**config.mk**
```make
export PLATFORM = sky130hd
export DESIGN_NAME = entry_controller_flat
export DESIGN_NICKNAME = d
export VERILOG_FILES = /design/src/rtl/entry_controller_if.sv /design/src/rtl/entry_controller.sv /design/src/flat_wrapper.sv
export SDC_FILE = /design/constraint.sdc
export NUM_CORES = 1
export LEC_CHECK = 0
export BUFFER_PORTS_ARGS = -buffer_cell sky130_fd_sc_hd__buf_2
export CELL_PAD_IN_SITES_DETAIL_PLACEMENT = 0
export CELL_PAD_IN_SITES_GLOBAL_PLACEMENT = 1
export CORE_MARGIN = 2
export CORE_UTILIZATION = 45
export CTS_CLUSTER_DIAMETER = 200
export CTS_CLUSTER_SIZE = 28
export DETAILED_ROUTE_END_ITERATION = 10
export PLACE_DENSITY = 0.82
export SLEW_MARGIN = 10
export SYNTH_ARGS = -nofsm -noshare
export SYNTH_HDL_FRONTEND = slang
export SYNTH_SLANG_ARGS = --single-unit
```
**constraint.sdc**
```tcl
create_clock -name clk -period 4.48 [get_ports clk]
set_clock_uncertainty 0.15 [all_clocks]
set_input_delay 0.448 -clock clk [delete_from_list [all_inputs] [get_ports clk]]
set_output_delay 0.448 -clock clk [all_outputs]
set_load 0.05 [all_outputs]
```
**src/rtl/entry_controller_if.sv**
```systemverilog
// Keypad, calculator and display signals of the entry controller, bundled so the
// controller (slave) and its environment (master) share one port list.
interface entry_controller_if;
    logic        key_valid;
    logic [3:0]  key_code;
    logic [1:0]  key_flags;
    logic        clear;
    logic        calc_ready;
    logic        calc_error;
    logic [15:0] calc_result;
    logic        calc_start;
    logic        calc_abort;
    logic [15:0] calc_operand;
    logic [31:0] disp_numb;
    logic [7:0]  disp_mask;
    logic        disp_error;
    logic        busy;

    modport master (
        output key_valid, key_code, key_flags, clear,
        output calc_ready, calc_error, calc_result,
        input  calc_start, calc_abort, calc_operand,
        input  disp_numb, disp_mask, disp_error, busy
    );

    modport slave (
        input  key_valid, key_code, key_flags, clear,
        input  calc_ready, calc_error, calc_result,
        output calc_start, calc_abort, calc_operand,
        output disp_numb, disp_mask, disp_error, busy
    );
endinterface

```
**src/rtl/entry_controller.sv**
```systemverilog
// Hex keypad entry controller: collects up to eight digits for display, hands the
// low 16 bits to a calculator on Enter and shows its result, error or timeout.
module entry_controller #(
    parameter int TIMEOUT = 1000000
) (
    input  logic              clk,
    input  logic              reset,
    entry_controller_if.slave bus
);
    typedef enum logic [2:0] {
        S_IDLE,
        S_ENTRY,
        S_WAIT_CALC,
        S_SHOW_RES,
        S_SHOW_ERR
    } state_t;

    localparam logic [19:0] TIMER_LAST = 20'(TIMEOUT - 1);

    state_t      r_state, w_state_nx;
    logic [3:0]  r_count, w_count_nx;
    logic [19:0] r_timer, w_timer_nx;
    logic [31:0] r_disp_numb, w_disp_numb_nx;
    logic [7:0]  r_disp_mask, w_disp_mask_nx;
    logic        r_disp_error, w_disp_error_nx;
    logic [15:0] r_calc_operand, w_calc_operand_nx;
    logic        r_calc_start, w_calc_start_nx;
    logic        r_calc_abort, w_calc_abort_nx;
    logic        r_busy;

    logic        w_enter, w_digit, w_timeout;
    logic [3:0]  w_count_inc;

    // Enter wins whenever its flag is set, even if the digit flag is set too.
    assign w_enter     = bus.key_valid & bus.key_flags[1];
    assign w_digit     = bus.key_valid & (bus.key_flags == 2'b01);
    assign w_timeout   = (r_timer == TIMER_LAST);
    assign w_count_inc = (r_count >= 4'd8) ? 4'd8 : r_count + 4'd1;

    always_comb begin
        // NOTE: every next-state value gets a default first so no path infers a latch.
        w_state_nx        = r_state;
        w_count_nx        = r_count;
        w_timer_nx        = r_timer;
        w_disp_numb_nx    = r_disp_numb;
        w_disp_mask_nx    = r_disp_mask;
        w_disp_error_nx   = r_disp_error;
        w_calc_operand_nx = r_calc_operand;
        w_calc_start_nx   = 1'b0;
        w_calc_abort_nx   = 1'b0;

        if (bus.clear) begin
            w_state_nx      = S_IDLE;
            w_count_nx      = 4'd0;
            w_timer_nx      = 20'd0;
            w_disp_numb_nx  = 32'h0;
            w_disp_mask_nx  = 8'hFF;
            w_disp_error_nx = 1'b0;
            w_calc_abort_nx = (r_state == S_WAIT_CALC);
        end else begin
            unique case (r_state)
                S_IDLE, S_ENTRY: begin
                    if (w_digit) begin
                        w_state_nx     = S_ENTRY;
                        w_count_nx     = w_count_inc;
                        w_disp_numb_nx = {r_disp_numb[27:0], bus.key_code};
                        w_disp_mask_nx = 8'hFF << w_count_inc;
                    end else if (w_enter && r_state == S_ENTRY) begin
                        w_state_nx        = S_WAIT_CALC;
                        w_timer_nx        = 20'd0;
                        w_calc_operand_nx = r_disp_numb[15:0];
                        w_calc_start_nx   = 1'b1;
                    end
                end
                S_WAIT_CALC: begin
                    // A result arriving on the timeout cycle is still accepted.
                    if (bus.calc_ready) begin
                        if (bus.calc_error) begin
                            w_state_nx      = S_SHOW_ERR;
                            w_disp_error_nx = 1'b1;
                            w_disp_mask_nx  = 8'hFF;
                        end else begin
                            w_state_nx      = S_SHOW_RES;
                            w_disp_numb_nx  = {16'h0000, bus.calc_result};
                            w_disp_mask_nx  = 8'hF0;
                            w_disp_error_nx = 1'b0;
                        end
                    end else if (w_timeout) begin
                        w_state_nx      = S_SHOW_ERR;
                        w_calc_abort_nx = 1'b1;
                        w_disp_error_nx = 1'b1;
                        w_disp_mask_nx  = 8'hFF;
                    end else begin
                        w_timer_nx = r_timer + 20'd1;
                    end
                end
                S_SHOW_RES, S_SHOW_ERR: begin
                    if (w_digit) begin
                        w_state_nx      = S_ENTRY;
                        w_count_nx      = 4'd1;
                        w_disp_numb_nx  = {28'h0, bus.key_code};
                        w_disp_mask_nx  = 8'hFE;
                        w_disp_error_nx = 1'b0;
                    end else if (w_enter && r_state == S_SHOW_RES) begin
                        w_state_nx        = S_WAIT_CALC;
                        w_timer_nx        = 20'd0;
                        w_calc_operand_nx = r_disp_numb[15:0];
                        w_calc_start_nx   = 1'b1;
                    end
                end
                default: w_state_nx = S_IDLE;
            endcase
        end
    end

    always_ff @(posedge clk or negedge reset) begin
        if (!reset) begin
            r_state        <= S_IDLE;
            r_count        <= 4'd0;
            r_timer        <= 20'd0;
            r_disp_numb    <= 32'h0;
            r_disp_mask    <= 8'hFF;
            r_disp_error   <= 1'b0;
            r_calc_operand <= 16'h0;
            r_calc_start   <= 1'b0;
            r_calc_abort   <= 1'b0;
            r_busy         <= 1'b0;
        end else begin
            // NOTE: state registers use non-blocking assignments so every flop samples pre-edge values.
            r_state        <= w_state_nx;
            r_count        <= w_count_nx;
            r_timer        <= w_timer_nx;
            r_disp_numb    <= w_disp_numb_nx;
            r_disp_mask    <= w_disp_mask_nx;
            r_disp_error   <= w_disp_error_nx;
            r_calc_operand <= w_calc_operand_nx;
            r_calc_start   <= w_calc_start_nx;
            r_calc_abort   <= w_calc_abort_nx;
            r_busy         <= (w_state_nx == S_WAIT_CALC);
        end
    end

    assign bus.calc_start   = r_calc_start;
    assign bus.calc_abort   = r_calc_abort;
    assign bus.calc_operand = r_calc_operand;
    assign bus.disp_numb    = r_disp_numb;
    assign bus.disp_mask    = r_disp_mask;
    assign bus.disp_error   = r_disp_error;
    assign bus.busy         = r_busy;
endmodule

```
**src/flat_wrapper.sv**
```systemverilog
// flat-port wrapper written by rule: the top's interface ports become plain ports
module entry_controller_flat 
#(
    parameter int TIMEOUT = 1000000
)
  (clk, reset, bus_key_valid, bus_key_code, bus_key_flags, bus_clear, bus_calc_ready, bus_calc_error, bus_calc_result, bus_calc_start, bus_calc_abort, bus_calc_operand, bus_disp_numb, bus_disp_mask, bus_disp_error, bus_busy);
  entry_controller_if bus_i ();
  input  logic clk;
  input  logic reset;
  input wire logic [$bits(bus_i.key_valid)-1:0] bus_key_valid;
  input wire logic [$bits(bus_i.key_code)-1:0] bus_key_code;
  input wire logic [$bits(bus_i.key_flags)-1:0] bus_key_flags;
  input wire logic [$bits(bus_i.clear)-1:0] bus_clear;
  input wire logic [$bits(bus_i.calc_ready)-1:0] bus_calc_ready;
  input wire logic [$bits(bus_i.calc_error)-1:0] bus_calc_error;
  input wire logic [$bits(bus_i.calc_result)-1:0] bus_calc_result;
  output wire logic [$bits(bus_i.calc_start)-1:0] bus_calc_start;
  output wire logic [$bits(bus_i.calc_abort)-1:0] bus_calc_abort;
  output wire logic [$bits(bus_i.calc_operand)-1:0] bus_calc_operand;
  output wire logic [$bits(bus_i.disp_numb)-1:0] bus_disp_numb;
  output wire logic [$bits(bus_i.disp_mask)-1:0] bus_disp_mask;
  output wire logic [$bits(bus_i.disp_error)-1:0] bus_disp_error;
  output wire logic [$bits(bus_i.busy)-1:0] bus_busy;
  assign bus_i.key_valid = bus_key_valid;
  assign bus_i.key_code = bus_key_code;
  assign bus_i.key_flags = bus_key_flags;
  assign bus_i.clear = bus_clear;
  assign bus_i.calc_ready = bus_calc_ready;
  assign bus_i.calc_error = bus_calc_error;
  assign bus_i.calc_result = bus_calc_result;
  assign bus_calc_start = bus_i.calc_start;
  assign bus_calc_abort = bus_i.calc_abort;
  assign bus_calc_operand = bus_i.calc_operand;
  assign bus_disp_numb = bus_i.disp_numb;
  assign bus_disp_mask = bus_i.disp_mask;
  assign bus_disp_error = bus_i.disp_error;
  assign bus_busy = bus_i.busy;
  entry_controller #(.TIMEOUT(TIMEOUT)) u_core (.clk(clk), .reset(reset), .bus(bus_i));
endmodule
```
==> After elaboration in Yosys (flattened, before gate mapping) <==
Cells that the tools add are included.
{ "classes": {"n_addsub": 2, "magnitude_cmp": 1, "eq_ne": 22, "n_shift": 1, "muxes": 56, "n_bitwise": 3, "n_reduce_logical": 15} }
{ "ops": {"columns": ["operator", "n"], "rows": [
  ["$mux W32", 5],
  ["$mux W20", 7],
  ["$pmux W32 S3", 1],
  ["$mux W16", 4],
  ["$pmux W20 S3", 1],
  ["$mux W8", 5],
  ["$pmux W16 S2", 1],
  ["$mux W3", 8],
  ["$pmux W8 S3", 1],
  ["$add A20 B1 Y20 const B", 1],
  ["$eq A20 B20 Y1 const B", 1],
  ["$mux W4", 5],
  ["$ne A3 B3 Y1 const B", 6],
  ["$mux W1", 14],
  ["$ne A3 B2 Y1 const B", 4],
  ["$eq A3 B2 Y1 const B", 3],
  ["$pmux W3 S3", 1],
  ["$pmux W4 S2", 1],
  ["$shl A8 B4 Y8 const A", 1],
  ["$reduce_and A7 Y1", 1],
  ["$reduce_and A3 Y1", 2],
  ["$reduce_and A6 Y1", 1],
  ["$reduce_bool A3 Y1", 2],
  ["$reduce_and A5 Y1", 1],
  ["17 further kinds", 23]
]} }
{ "totals": {"register_bits": 87, "output_inout_bits": 60, "elab_cells": 110} }

==> Longest topological paths before layout <==
{ "depth": {"word_depth": 7, "depth_mapped": 7} }

==> Worst setup path before layout <==
Ideal clock, no wire load.
{ "synth_timing": {"path_kind": "register to register", "startpoint": "register u_core.r_timer[7]", "endpoint": "register u_core.r_disp_mask[0], in the netlist u_core.bus.disp_mask[0]", "setup_ps": 82, "t_arrival_ps": 2051, "t_required_ps": 4248, "setup_slack_ps": 2196, "path_stages_with_launch": 6, "n_path_buf": 0, "period_less_slack_ps": 2284, "path_cell_list": "dfrtp_1 > or4_1 > or4_4 > nor3_4 > o32ai_2 > mux2_2"} }
{ "synth_between": {"elab_chain_len": 3} }
{ "synth_rtl": {"columns": ["element", "line_no", "source"], "rows": [
  ["start: declaration", "entry_controller.sv:22", "logic [19:0] r_timer, w_timer_nx;"],
  ["start signal: assignment", "entry_controller.sv:132", "r_timer <= w_timer_nx;"],
  ["$eq A20 B20 Y1", "entry_controller.sv:37", "assign w_timeout = (r_timer == TIMER_LAST);"],
  ["$ne A4 B3 Y1 (no source line)", null, null],
  ["$reduce_and A4 Y1 (no source line)", null, null],
  ["end signal: assignment", "entry_controller.sv:134", "r_disp_mask <= w_disp_mask_nx;"],
  ["end: declaration", "entry_controller.sv:24", "logic [7:0] r_disp_mask, w_disp_mask_nx;"]
]} }
No other way between the ends.
A chain may end at the register's enable or synchronous reset.

==> Worst setup path after layout <==
{ "layout_timing": {"startpoint": "register u_core.r_timer[7]", "endpoint": "register u_core.r_disp_mask[3], in the netlist u_core.bus.disp_mask[3]"} }
The elaborated chain is that of the path after synthesis.

==> out/qor.yml <==
status: "completed"
cts_tree: "done"
antennaDiodeCount: 0
hold_class: "in -> reg"
synthTopCellsByArea: "dfrtp_1, nand2_1, mux2_2"
yosysMostFrequentCell: "dfrtp_1"
yosysTopAreaCell: "dfrtp_1"
finalCritPeriodShare: 0.553
cp.required_ns: 4.62
whs_ns: 0.235
antenna_found_initial: 0
drtIter0Drc: 142
rows: 35
portBuffers: 87
ir_drop_uv: 170
fmax_mhz: 404
drt-pass1-iter-count: 4
die_w_microns: 101
synth_nets: 450
worstPathMaxFanout: 8
nNetsFinal: 531
clk_pin_slew_ns: 0.11
numCtsBuffers: 9
ys_ff_latch: 87
cts_root_buf: "clkbuf_8"
setup_viol: 0
grt_pass1_vias: 3039
finalSetupTns_ns: 0
synth_cell_type_count: 54
fp.dieH_microns: 101
slew_headroom: 0.490
synthArstFlopShare: 1.00
post-place-ws_ns: 1.96
syn_area_per_cell_sq_um: 10.0
vias: 3331
gp_congestion: 0.822
rsz0062_at_grt: "no"
yosysSeqAreaShare: 0.520
synth_edf_count: 0
initial_utilization: 0.459
clock_path_buffers: 2
routed_wl_mm: 9.49
area_growth_syn_to_layout_pct: 17.5
period_minus_slack_ns: 2.48
hold_viol_final: 0
drive_gt1_frac: 0.305
htreeDepth: 3
stdcell_area_sq_mm: 0.00494
via_per_inst: 5.41
setup_ws_ns: 2.00
crit_path_end_kind: "flop"
grt_first_pass_wirelength_mm: 15.6
worst-setup-path-type: "reg -> reg"
ys.flop_type: "dfrtp_1"
startpoint_type: "flop"
gr-total-overflow: 0
dp_hpwl_mm: 6.64
yosysWarnings: 0
die-area_sq_mm: 0.0101
core_sq_mm: 0.00915
syn_area_sq_mm: 0.00420
syn_inst: 419
worstSkewPairLatency_ns: 0.36
ant_nets: 0
p_per_area_mw_per_mm2: 345
worst_ep_arrival_time_ns: 2.62
synth_top_area_frac: 0.470
wire_per_inst_microns: 15.4
synth_common_cells: "dfrtp_1, nand2_1, o21ai_0"
grt_max_degree: 64
tightestPinTransition_ns: 0.763
drc: 0
drv_slew: 0
final_core_util: 0.540
io_pins: 88
cap_violations: 0
cts.sinks: 87
placed_cell_area_sq_mm: 0.00472
p_leak_uw: 0.00223
grt_usage: 0.194
==> repair_timing <==
action	CTS	global route
resized for setup	0	0
buffers inserted	0	0
endpoints found under the hold margin	40	0
hold buffers	1	0
==> flip-flops by register name, summed over array words and instances, names as in the netlist <==
| name | count |
|---|---|
| u_core.bus.busy | 1 |
| u_core.bus.calc_abort | 1 |
| u_core.bus.calc_operand | 16 |
| u_core.bus.calc_start | 1 |
| u_core.bus.disp_error | 1 |
| u_core.bus.disp_mask | 8 |
| u_core.bus.disp_numb | 32 |
| u_core.r_count | 4 |
| u_core.r_state | 3 |
| u_core.r_timer | 20 |
==> layout make-up <==
class	instances	area, sq um
Clock buffer	9	124
Clock inverter	7	85.1
Fill cell	857	4210
Inverter	5	18.8
Multi-Input combinational cell	303	1890
Sequential cell	87	2190
Tap cell	111	139
Timing Repair Buffer	94	493
==> routing by layer <==
layer,up-vias,wire (microns),track usage
met4,0,71,0.0601
met3,6,398,0.0291
li1,1640,-,-
met5,-,0,0
met2,89,4330,0.283
met1,1596,4690,0.299
==> layout by cell type, fill, tap and decap left out, types with 3 or more instances in the layout <==
cell	n
nor4_1	7
nand4_1	3
o21ai_0	46
nor3b_1	4
mux2i_1	4
nand3_1	6
a21oi_1	8
a211oi_1	3
ha_1	3
clkbuf_8	9
nand2_1	77
nand2b_1	4
xnor2_1	13
or3_1	3
o31ai_1	6
a31oi_1	3
dfrtp_1	79
nor3_1	8
dfstp_2	8
nor2_1	22
nor4b_1	3
a22oi_1	13
o21a_1	4
or4_1	3
mux2_2	24
inv_1	5
buf_2	86
buf_4	7
nor2b_1	5
==> per-stage QoR <==
stage	instances	total power [uW]
6_report	616	1700
5_1_grt	616	1780
4_1_cts	616	1720
3_5_place_dp	599	1140
3_3_place_gp	599	1130
2_1_floorplan	419	1050
==> critical path, stage by stage (launching register included) <==
cell and delay [ns]:
dfrtp_1 0.43, or4_1 0.55, or4_4 0.56, nor3_4 0.17, o32ai_2 0.21, mux2_2 0.34
==> cell families after synthesis <==
| kind of cell | synth area share |
|---|---|
| adders and majority gates | 0.00893 |
| muxes | 0.0738 |
| and+or+nand+nor | 0.195 |
| DFF | 0.520 |
| buffers and inverters | 0.0363 |
| AOI/OAI and AO/OA | 0.139 |
| xor gates and xnor gates | 0.0271 |
==> final timing paths <==
check                                          from                  endpoint  slack, ns  depth (start not counted)
max                               u_core.r_timer[7]   u_core.bus.disp_mask[3]       2.00                          5
max reg2reg                       u_core.r_timer[7]   u_core.bus.disp_mask[3]       2.00                          5
max in group asynchronous                     reset  u_core.bus.disp_numb[22]       2.71                          3
min reg2reg                u_core.bus.disp_numb[28]  u_core.bus.disp_numb[28]       0.34                          2
min                              bus_calc_result[6]   u_core.bus.disp_numb[6]       0.24                          3
min in group asynchronous                     reset  u_core.bus.disp_numb[29]       0.50                          2
==> power breakdown <==
group,total [uW],internal (uW),switching (uW)
logic,274,71.2,202
registers,846,819,27.2
clock network,582,270,312
total,1700,1160,542
Power figures use the tool's default switching activity.
